### config.mk
export PLATFORM = sky130hd
export DESIGN_NAME = imem_boot_loader_flat
export DESIGN_NICKNAME = d
export VERILOG_FILES = /design/src/rtl/imem_boot_loader_if.sv /design/src/rtl/imem_boot_loader.sv /design/src/flat_wrapper.sv
export SDC_FILE = /design/constraint.sdc
export NUM_CORES = 1
export LEC_CHECK = 0
export CAP_MARGIN = 20
export CORE_UTILIZATION = 55
export CTS_CLUSTER_SIZE = 20
export DETAILED_ROUTE_END_ITERATION = 10
export GPL_ROUTABILITY_DRIVEN = 0
export GPL_TIMING_DRIVEN = 0
export PLACE_DENSITY = 0.83
export SETUP_SLACK_MARGIN = 0.3
export SLEW_MARGIN = 10
export SYNTH_ARGS = -nofsm -noshare
export SYNTH_HDL_FRONTEND = slang
export SYNTH_SLANG_ARGS = --single-unit
### constraint.sdc
create_clock -name clk_i -period 2.42 [get_ports clk_i]
set_input_delay 0.605 -clock clk_i [delete_from_list [all_inputs] [get_ports clk_i]]
set_output_delay 0.605 -clock clk_i [all_outputs]
set_load 0.005 [all_outputs]
### src/rtl/imem_boot_loader_if.sv
// imem_boot_loader_if
//   Groups the byte stream handshake, the IMEM write port and the CPU status
//   lines that the boot loader drives.
//   Parameter: ADDR_W - IMEM word-address width.
//   Signals:
//     rx_data, rx_valid, rx_ready     byte stream, transfer on rx_valid & rx_ready
//     imem_we, imem_addr, imem_wdata  one-cycle IMEM word write
//     cpu_reset, done, error          CPU reset control and load status
//   Modports:
//     master - stream source / observer (drives rx_data, rx_valid)
//     slave  - the boot loader
interface imem_boot_loader_if #(
    parameter int ADDR_W = 8
);
    logic [7:0]        rx_data;
    logic              rx_valid;
    logic              rx_ready;
    logic              imem_we;
    logic [ADDR_W-1:0] imem_addr;
    logic [31:0]       imem_wdata;
    logic              cpu_reset;
    logic              done;
    logic              error;

    modport master (
        output rx_data, rx_valid,
        input  rx_ready, imem_we, imem_addr, imem_wdata, cpu_reset, done, error
    );

    modport slave (
        input  rx_data, rx_valid,
        output rx_ready, imem_we, imem_addr, imem_wdata, cpu_reset, done, error
    );
endinterface

### src/rtl/imem_boot_loader.sv
// imem_boot_loader
//   Loads a length-prefixed little-endian word stream into instruction memory,
//   then releases the CPU from reset after a fixed hold time.
//   Stream: N[7:0], N[15:8], then N words of 4 bytes, LSB first.
//   Parameters:
//     ADDR_W      IMEM word-address width (capacity 2**ADDR_W words)
//     RESET_HOLD  cycles spent in HOLD before the CPU is released (>= 1)
//   Ports:
//     clk_i    clock, rising edge
//     reset_i  synchronous active-high reset
//     bus      imem_boot_loader_if.slave (stream in, IMEM write, CPU status)
//   Build option:
//     IMEM_LOAD_CHECKSUM_EN - adds a trailing XOR checksum byte checked in CHK.
//
// state  | meaning
// LEN_LO | waiting for length low byte
// LEN_HI | waiting for length high byte, length range check
// DATA   | assembling and writing data words
// CHK    | waiting for checksum byte (checksum build only)
// HOLD   | load complete, CPU still held in reset for RESET_HOLD cycles
// RUN    | CPU released, terminal until reset
// ERROR  | load failed, CPU held in reset, terminal until reset
module imem_boot_loader #(
    parameter int ADDR_W     = 8,
    parameter int RESET_HOLD = 4
) (
    input logic               clk_i,
    input logic               reset_i,
    imem_boot_loader_if.slave bus
);

    localparam logic [16:0]       CAPACITY  = 17'(1 << ADDR_W);
    localparam int                HOLD_W    = (RESET_HOLD > 1) ? $clog2(RESET_HOLD) : 1;
    localparam logic [HOLD_W-1:0] HOLD_LOAD = HOLD_W'(RESET_HOLD - 1);

    typedef enum logic [2:0] {
        S_LEN_LO,
        S_LEN_HI,
        S_DATA,
`ifdef IMEM_LOAD_CHECKSUM_EN
        S_CHK,
`endif
        S_HOLD,
        S_RUN,
        S_ERROR
    } state_t;

    state_t            state, state_nxt;
    logic [7:0]        len_lo, len_lo_nxt;
    logic [16:0]       words_left, words_left_nxt;
    logic [ADDR_W-1:0] addr, addr_nxt;
    logic [1:0]        byte_cnt, byte_cnt_nxt;
    logic [23:0]       word_buf, word_buf_nxt;
    logic [HOLD_W-1:0] hold_cnt, hold_cnt_nxt;
    logic              imem_we, imem_we_nxt;
    logic [ADDR_W-1:0] imem_addr, imem_addr_nxt;
    logic [31:0]       imem_wdata, imem_wdata_nxt;
    logic              cpu_reset, cpu_reset_nxt;
    logic              done, done_nxt;
    logic              error, error_nxt;
    logic              ready_dec;
    logic              accept;
    logic [15:0]       len_full;
`ifdef IMEM_LOAD_CHECKSUM_EN
    logic [7:0]        csum, csum_nxt;
`endif

    // Ready is a pure state decode, gated off while reset is applied.
    assign bus.rx_ready   = ready_dec & ~reset_i;
    assign accept         = bus.rx_valid & bus.rx_ready;
    assign len_full       = {bus.rx_data, len_lo};

    assign bus.imem_we    = imem_we;
    assign bus.imem_addr  = imem_addr;
    assign bus.imem_wdata = imem_wdata;
    assign bus.cpu_reset  = cpu_reset;
    assign bus.done       = done;
    assign bus.error      = error;

    always_ff @(posedge clk_i) begin
        if (reset_i) begin
            state      <= S_LEN_LO;
            len_lo     <= '0;
            words_left <= '0;
            addr       <= '0;
            byte_cnt   <= '0;
            word_buf   <= '0;
            hold_cnt   <= '0;
            imem_we    <= 1'b0;
            imem_addr  <= '0;
            imem_wdata <= '0;
            cpu_reset  <= 1'b1;
            done       <= 1'b0;
            error      <= 1'b0;
`ifdef IMEM_LOAD_CHECKSUM_EN
            csum       <= '0;
`endif
        end else begin
            state      <= state_nxt;
            len_lo     <= len_lo_nxt;
            words_left <= words_left_nxt;
            addr       <= addr_nxt;
            byte_cnt   <= byte_cnt_nxt;
            word_buf   <= word_buf_nxt;
            hold_cnt   <= hold_cnt_nxt;
            imem_we    <= imem_we_nxt;
            imem_addr  <= imem_addr_nxt;
            imem_wdata <= imem_wdata_nxt;
            cpu_reset  <= cpu_reset_nxt;
            done       <= done_nxt;
            error      <= error_nxt;
`ifdef IMEM_LOAD_CHECKSUM_EN
            csum       <= csum_nxt;
`endif
        end
    end

    always_comb begin
        state_nxt      = state;
        len_lo_nxt     = len_lo;
        words_left_nxt = words_left;
        addr_nxt       = addr;
        byte_cnt_nxt   = byte_cnt;
        word_buf_nxt   = word_buf;
        hold_cnt_nxt   = hold_cnt;
        imem_we_nxt    = 1'b0;
        imem_addr_nxt  = imem_addr;
        imem_wdata_nxt = imem_wdata;
        cpu_reset_nxt  = cpu_reset;
        done_nxt       = done;
        error_nxt      = error;
        ready_dec      = 1'b0;
`ifdef IMEM_LOAD_CHECKSUM_EN
        csum_nxt       = csum;
`endif

        case (state)
            S_LEN_LO: begin
                ready_dec = 1'b1;
                if (accept) begin
                    len_lo_nxt = bus.rx_data;
                    state_nxt  = S_LEN_HI;
                end
            end
            S_LEN_HI: begin
                ready_dec = 1'b1;
                if (accept) begin
                    if (len_full == 16'd0) begin
`ifdef IMEM_LOAD_CHECKSUM_EN
                        state_nxt = S_CHK;
`else
                        state_nxt = S_HOLD;
`endif
                    end else if ({1'b0, len_full} > CAPACITY) begin
                        state_nxt = S_ERROR;
                        error_nxt = 1'b1;
                    end else begin
                        words_left_nxt = {1'b0, len_full};
                        state_nxt      = S_DATA;
                    end
                end
            end
            S_DATA: begin
                ready_dec = 1'b1;
                if (accept) begin
                    byte_cnt_nxt = byte_cnt + 2'd1;
`ifdef IMEM_LOAD_CHECKSUM_EN
                    csum_nxt = csum ^ bus.rx_data;
`endif
                    case (byte_cnt)
                        2'd0: word_buf_nxt[7:0]   = bus.rx_data;
                        2'd1: word_buf_nxt[15:8]  = bus.rx_data;
                        2'd2: word_buf_nxt[23:16] = bus.rx_data;
                        default: begin
                            imem_we_nxt    = 1'b1;
                            imem_addr_nxt  = addr;
                            imem_wdata_nxt = {bus.rx_data, word_buf};
                            addr_nxt       = addr + ADDR_W'(1);
                            words_left_nxt = words_left - 17'd1;
                            if (words_left == 17'd1) begin
`ifdef IMEM_LOAD_CHECKSUM_EN
                                state_nxt = S_CHK;
`else
                                state_nxt = S_HOLD;
`endif
                            end
                        end
                    endcase
                end
            end
`ifdef IMEM_LOAD_CHECKSUM_EN
            S_CHK: begin
                ready_dec = 1'b1;
                if (accept) begin
                    if (bus.rx_data == csum) begin
                        state_nxt = S_HOLD;
                    end else begin
                        state_nxt = S_ERROR;
                        error_nxt = 1'b1;
                    end
                end
            end
`endif
            S_HOLD: begin
                if (hold_cnt == '0) begin
                    state_nxt     = S_RUN;
                    cpu_reset_nxt = 1'b0;
                    done_nxt      = 1'b1;
                end else begin
                    hold_cnt_nxt = hold_cnt - HOLD_W'(1);
                end
            end
            S_RUN: begin
            end
            S_ERROR: begin
                cpu_reset_nxt = 1'b1;
                done_nxt      = 1'b0;
            end
            default: begin
                state_nxt = S_LEN_LO;
            end
        endcase

        // Arm the hold timer on every entry into HOLD so each path gets the full count.
        if (state_nxt == S_HOLD && state != S_HOLD) begin
            hold_cnt_nxt = HOLD_LOAD;
        end
    end

endmodule

### src/flat_wrapper.sv
// flat-port wrapper written by rule: the top's interface ports become plain ports
module imem_boot_loader_flat 
#(
    parameter int ADDR_W     = 8,
    parameter int RESET_HOLD = 4
)
  (clk_i, reset_i, bus_rx_data, bus_rx_valid, bus_rx_ready, bus_imem_we, bus_imem_addr, bus_imem_wdata, bus_cpu_reset, bus_done, bus_error);
  imem_boot_loader_if #(.ADDR_W(ADDR_W)) bus_i ();
  input logic clk_i;
  input logic reset_i;
  input wire logic [$bits(bus_i.rx_data)-1:0] bus_rx_data;
  input wire logic [$bits(bus_i.rx_valid)-1:0] bus_rx_valid;
  output wire logic [$bits(bus_i.rx_ready)-1:0] bus_rx_ready;
  output wire logic [$bits(bus_i.imem_we)-1:0] bus_imem_we;
  output wire logic [$bits(bus_i.imem_addr)-1:0] bus_imem_addr;
  output wire logic [$bits(bus_i.imem_wdata)-1:0] bus_imem_wdata;
  output wire logic [$bits(bus_i.cpu_reset)-1:0] bus_cpu_reset;
  output wire logic [$bits(bus_i.done)-1:0] bus_done;
  output wire logic [$bits(bus_i.error)-1:0] bus_error;
  assign bus_i.rx_data = bus_rx_data;
  assign bus_i.rx_valid = bus_rx_valid;
  assign bus_rx_ready = bus_i.rx_ready;
  assign bus_imem_we = bus_i.imem_we;
  assign bus_imem_addr = bus_i.imem_addr;
  assign bus_imem_wdata = bus_i.imem_wdata;
  assign bus_cpu_reset = bus_i.cpu_reset;
  assign bus_done = bus_i.done;
  assign bus_error = bus_i.error;
  imem_boot_loader #(.ADDR_W(ADDR_W), .RESET_HOLD(RESET_HOLD)) u_core (.clk_i(clk_i), .reset_i(reset_i), .bus(bus_i));
endmodule
==> summary.md <==
| Metric | Value |
|---|---|
| Number of warnings issued by yosys | 0 |
| Highest-count cells in the layout ignoring fill and taps | 139 x nand2_1, 108 x dfxtp_1, 85 x a21oi_1, 44 x clkdlybuf4s50_1, 42 x nand3_1 |
| Boundary pin count | 56 |
| Number of enable-type register cells in the synthesized netlist | 0 |
| Maximum number of pins on one net before global-route repair | 20 |
| Sequence of cells on the critical path | clkdlybuf4s15_2, clkbuf_8, clkbuf_8, a211oi_2, buf_2 |
| Critical-path cell with the highest stage delay | clkdlybuf4s15_2 |
| Overall Global Routing Usage | 29.7% |
| Final number of setup-violating endpoints | 0 |
| Total leakage power | 1.94 nW |
| Portion of the post-synthesis area used by sequential elements | roughly 47% |
| Area overhead of the layout relative to synthesis | 21.2% |
| Share of async-settable or async-resettable flops after synthesis | 0% |
| Endpoint of the worst register-to-register path | u_core.words_left[14] |
| Critical-path maximum fanout | 10 |
| Root Buffer Master | clkbuf_8 |
| Number of violations reported at the end of detailed-routing iteration 0 | 341 |
| Starting density of the core | between 50% and 60% |
| Slew @ Worst Pin | 0.597 ns |
| Power per Cell Area | around 550 nW/µm² |
| Top_reg_cell synth | dfxtp_1 |
| Max Slew Vio Count | 0 |
| Area enclosed by the die boundary | 8770 µm² |
| Total gr overflow | 0 |
| Result of the run | finished clean |
| Maximum clock frequency | about 0.48 GHz |
| Maximum buffer depth of the clock tree | 2 |
| Class of the most critical setup path | primary input to output pin |
| Final hold violation count | 0 |
| Endpoint, Worst Hold | u_core.bus.imem_wdata[0] |
| Net count of the mapped netlist | 589 |
| Routed Antenna Nets | 0 |
| Wire length of the first global-routing pass | 20.1 mm |
| Final worst-path cycle share | between 80% and 90% |
| Core Rows | 33 |
| Most common cell after layout, fill and taps aside | nand2_1 |
| Class of the tightest hold or removal check | flop to flop |
| Core occupancy in the finished layout | 68.5% |
| Clock skew after layout | ~0.011 ns |
| Iteration count of the initial detailed-routing pass | 5 |
| Mean routed wirelength per cell | 16.5 µm |
| Detailed-route vias per instance | between 6 and 7 |
| H-Tree Level Count | 3 |
| Worst Min Path Start | u_core.word_buf[0] |
| CP required | 1.81 ns |
| Final-layout fill cell count | between 600 and 700 |
| DRC Markers | 0 |
| Number of inserted diodes | 0 |
| Worst reg2reg setup slack | 0.40 ns |
| Chip height | 93.6 µm |
| IR drop worst, VDD | 0.355 mV |
| Minimum clock period after layout | 2.09 ns |
| CP Capture Type | output pin |
| Cell depth of the worst flop-to-flop path | 7 |
| Total Nets Final | 657 |
| Synthesized netlist cell count | 570 |
| Number of maximum-capacitance constraint violations | 0 |
| Worst hold slack after final layout | between 0.4 and 0.5 ns |
| Total number of vias | 4,493 |
| Clock edge transition at the registers on the reported setup and hold paths | 0.11 ns |
| Final std cell area, no fill | ~5600 µm² |
| Overall power of the completed layout | about 3.1 mW |
| Startpoint of the lowest-slack register-to-register path | u_core.words_left[0] |
| Placed wire-length estimate | 8.58 mm |
| FF+latch count, synth | approximately 110 |
| Share of final-layout standard cells stronger than drive strength 1 | roughly 8.4% |
| Die width | 93.6 µm |
| Floorplan Core Area | 8180 µm² |
| Antenna violations before repair | 0 |
| Startpoint types | primary input |
| Largest stage delay, worst path | 0.24 ns |
| Setup repair after global routing missed its margin | yes |
| Clock tree from TritonCTS | built |
| CTS hold repair buffers | 0 |
| Final wirelength | between 10 and 15 mm |
| Sink count of the clock tree | about 110 |
| Max transition margin | 60.1% |
| Number of CTS-inserted buffers | 9 |
| Number of cells on the worst hold path | 2 |
| Average size of a mapped cell | 8.10 µm² |
| Syn Std Cell Area | 4620 µm² |
| Worst path arrival time | between 1 and 1.5 ns |
| Cell area after placement | 5300 µm² |
| Flip-flop and latch area | roughly 2200 µm² |
| Fin Setup TNS | 0 ns |
| Number of global-route vias before repair | 4,179 |
| Footprint of the multi-input gates | 2300 µm² |
| Number of port buffers | 55 |
| Worst path most repeated cell | clkbuf_8 |
| Netlist cell types | a little under 60 |
| Later-pin clock latency in the skew report | around 0.38 ns |
==> kinds of logic after synthesis <==
| kind of cell | after synthesis | share of synthesized area [%] |
|---|---|---|
| DFF | 108 | 46.8 |
| and+or+nand+nor | 253 | 26.4 |
| AOI/OAI and AO/OA | 142 | 18.3 |
| adders and majority gates | 8 | 2.17 |
| xor gates and xnor gates | 9 | 1.71 |
| buffers and inverters | 50 | 4.63 |
==> worst max-delay path by stage <==
stage / startpoint / end / slack, ns
after floorplan: bus_rx_data[5] / u_core.words_left[4] / 0.51
after global placement: reset_i / bus_rx_ready / -0.70
after detailed placement: reset_i / bus_rx_ready / -0.73
after CTS: reset_i / bus_rx_ready / 0.25
after global routing: u_core.words_left[0] / u_core.words_left[14] / 0.28
final: reset_i / bus_rx_ready / 0.33
==> per-layer routing <==
layer / vias to the layer above / share of wire, % / global-route usage, %
met1: 2127 / 41 / 37.0
met2: 197 / 48 / 49.4
met5: - / 0 / 0
met3: 42 / 7.3 / 5.77
li1: 2127 / - / -
met4: 0 / 3.4 / 13.8
==> state kept, by name, summed over array words and instances, names as in the netlist <==
signal,cells
u_core.bus.imem_wdata,32
u_core.words_left,17
u_core.bus.cpu_reset,1
u_core.state,3
u_core.bus.error,1
u_core.addr,8
u_core.hold_cnt,2
u_core.len_lo,8
u_core.word_buf,24
u_core.bus.done,1
u_core.byte_cnt,2
u_core.bus.imem_we,1
u_core.bus.imem_addr,8
==> power breakdown <==
| group | total, mW | internal [mW] | switching [mW] |
|---|---|---|---|
| Sequential | 1.80 | 1.79 | 0.00989 |
| Clock | 1.15 | 0.494 | 0.655 |
| Combinational | 0.161 | 0.0488 | 0.112 |
==> synth_stat cells (6+ instances only) <==
cell type	count	share of area (%)
nand3_1	42	4.6
ha_1	8	2.2
nor2_1	22	1.8
o21ai_0	12	1.3
dfxtp_1	108	47
a32o_1	7	1.5
nor4_1	6	0.81
o22ai_1	8	1.1
nand2_1	140	11
a21oi_1	85	9.2
inv_1	12	0.98
clkbuf_1	26	2.1
buf_2	6	0.65
==> timing repair <==
action | CTS | global route
cloned | 0 | 0
pin swaps | 1 | 1
resized for setup | 29 | 16
endpoints found under the setup margin | 73 | 71
buffers inserted | 1 | 1
==> stage by stage <==
stage               worst slack [ns]  std cells
CTS                            0.249        747
detailed placement            -0.728        730
global route                   0.276        748
finish                         0.334        748
global placement              -0.699        730
floorplan                      0.509        570
==> final cells by class <==
class | count | share of cell area, %
inverters | 13 | 0.961
multi-input cells | 412 | 41.0
clock inverters | 7 | 1.43
clock buffers | 9 | 2.21
plain buffers | 37 | 3.49
flip-flops and latches | 108 | 38.6
well taps | 105 | 2.35
repair buffers | 57 | 9.90
==> worst max-delay path, delay by kind of cell <==
kind / cells / cell delay, ns
buffers and inverters: 4 / 0.70
AOI/OAI and AO/OA: 1 / 0.18
Power figures use the tool's default switching activity.
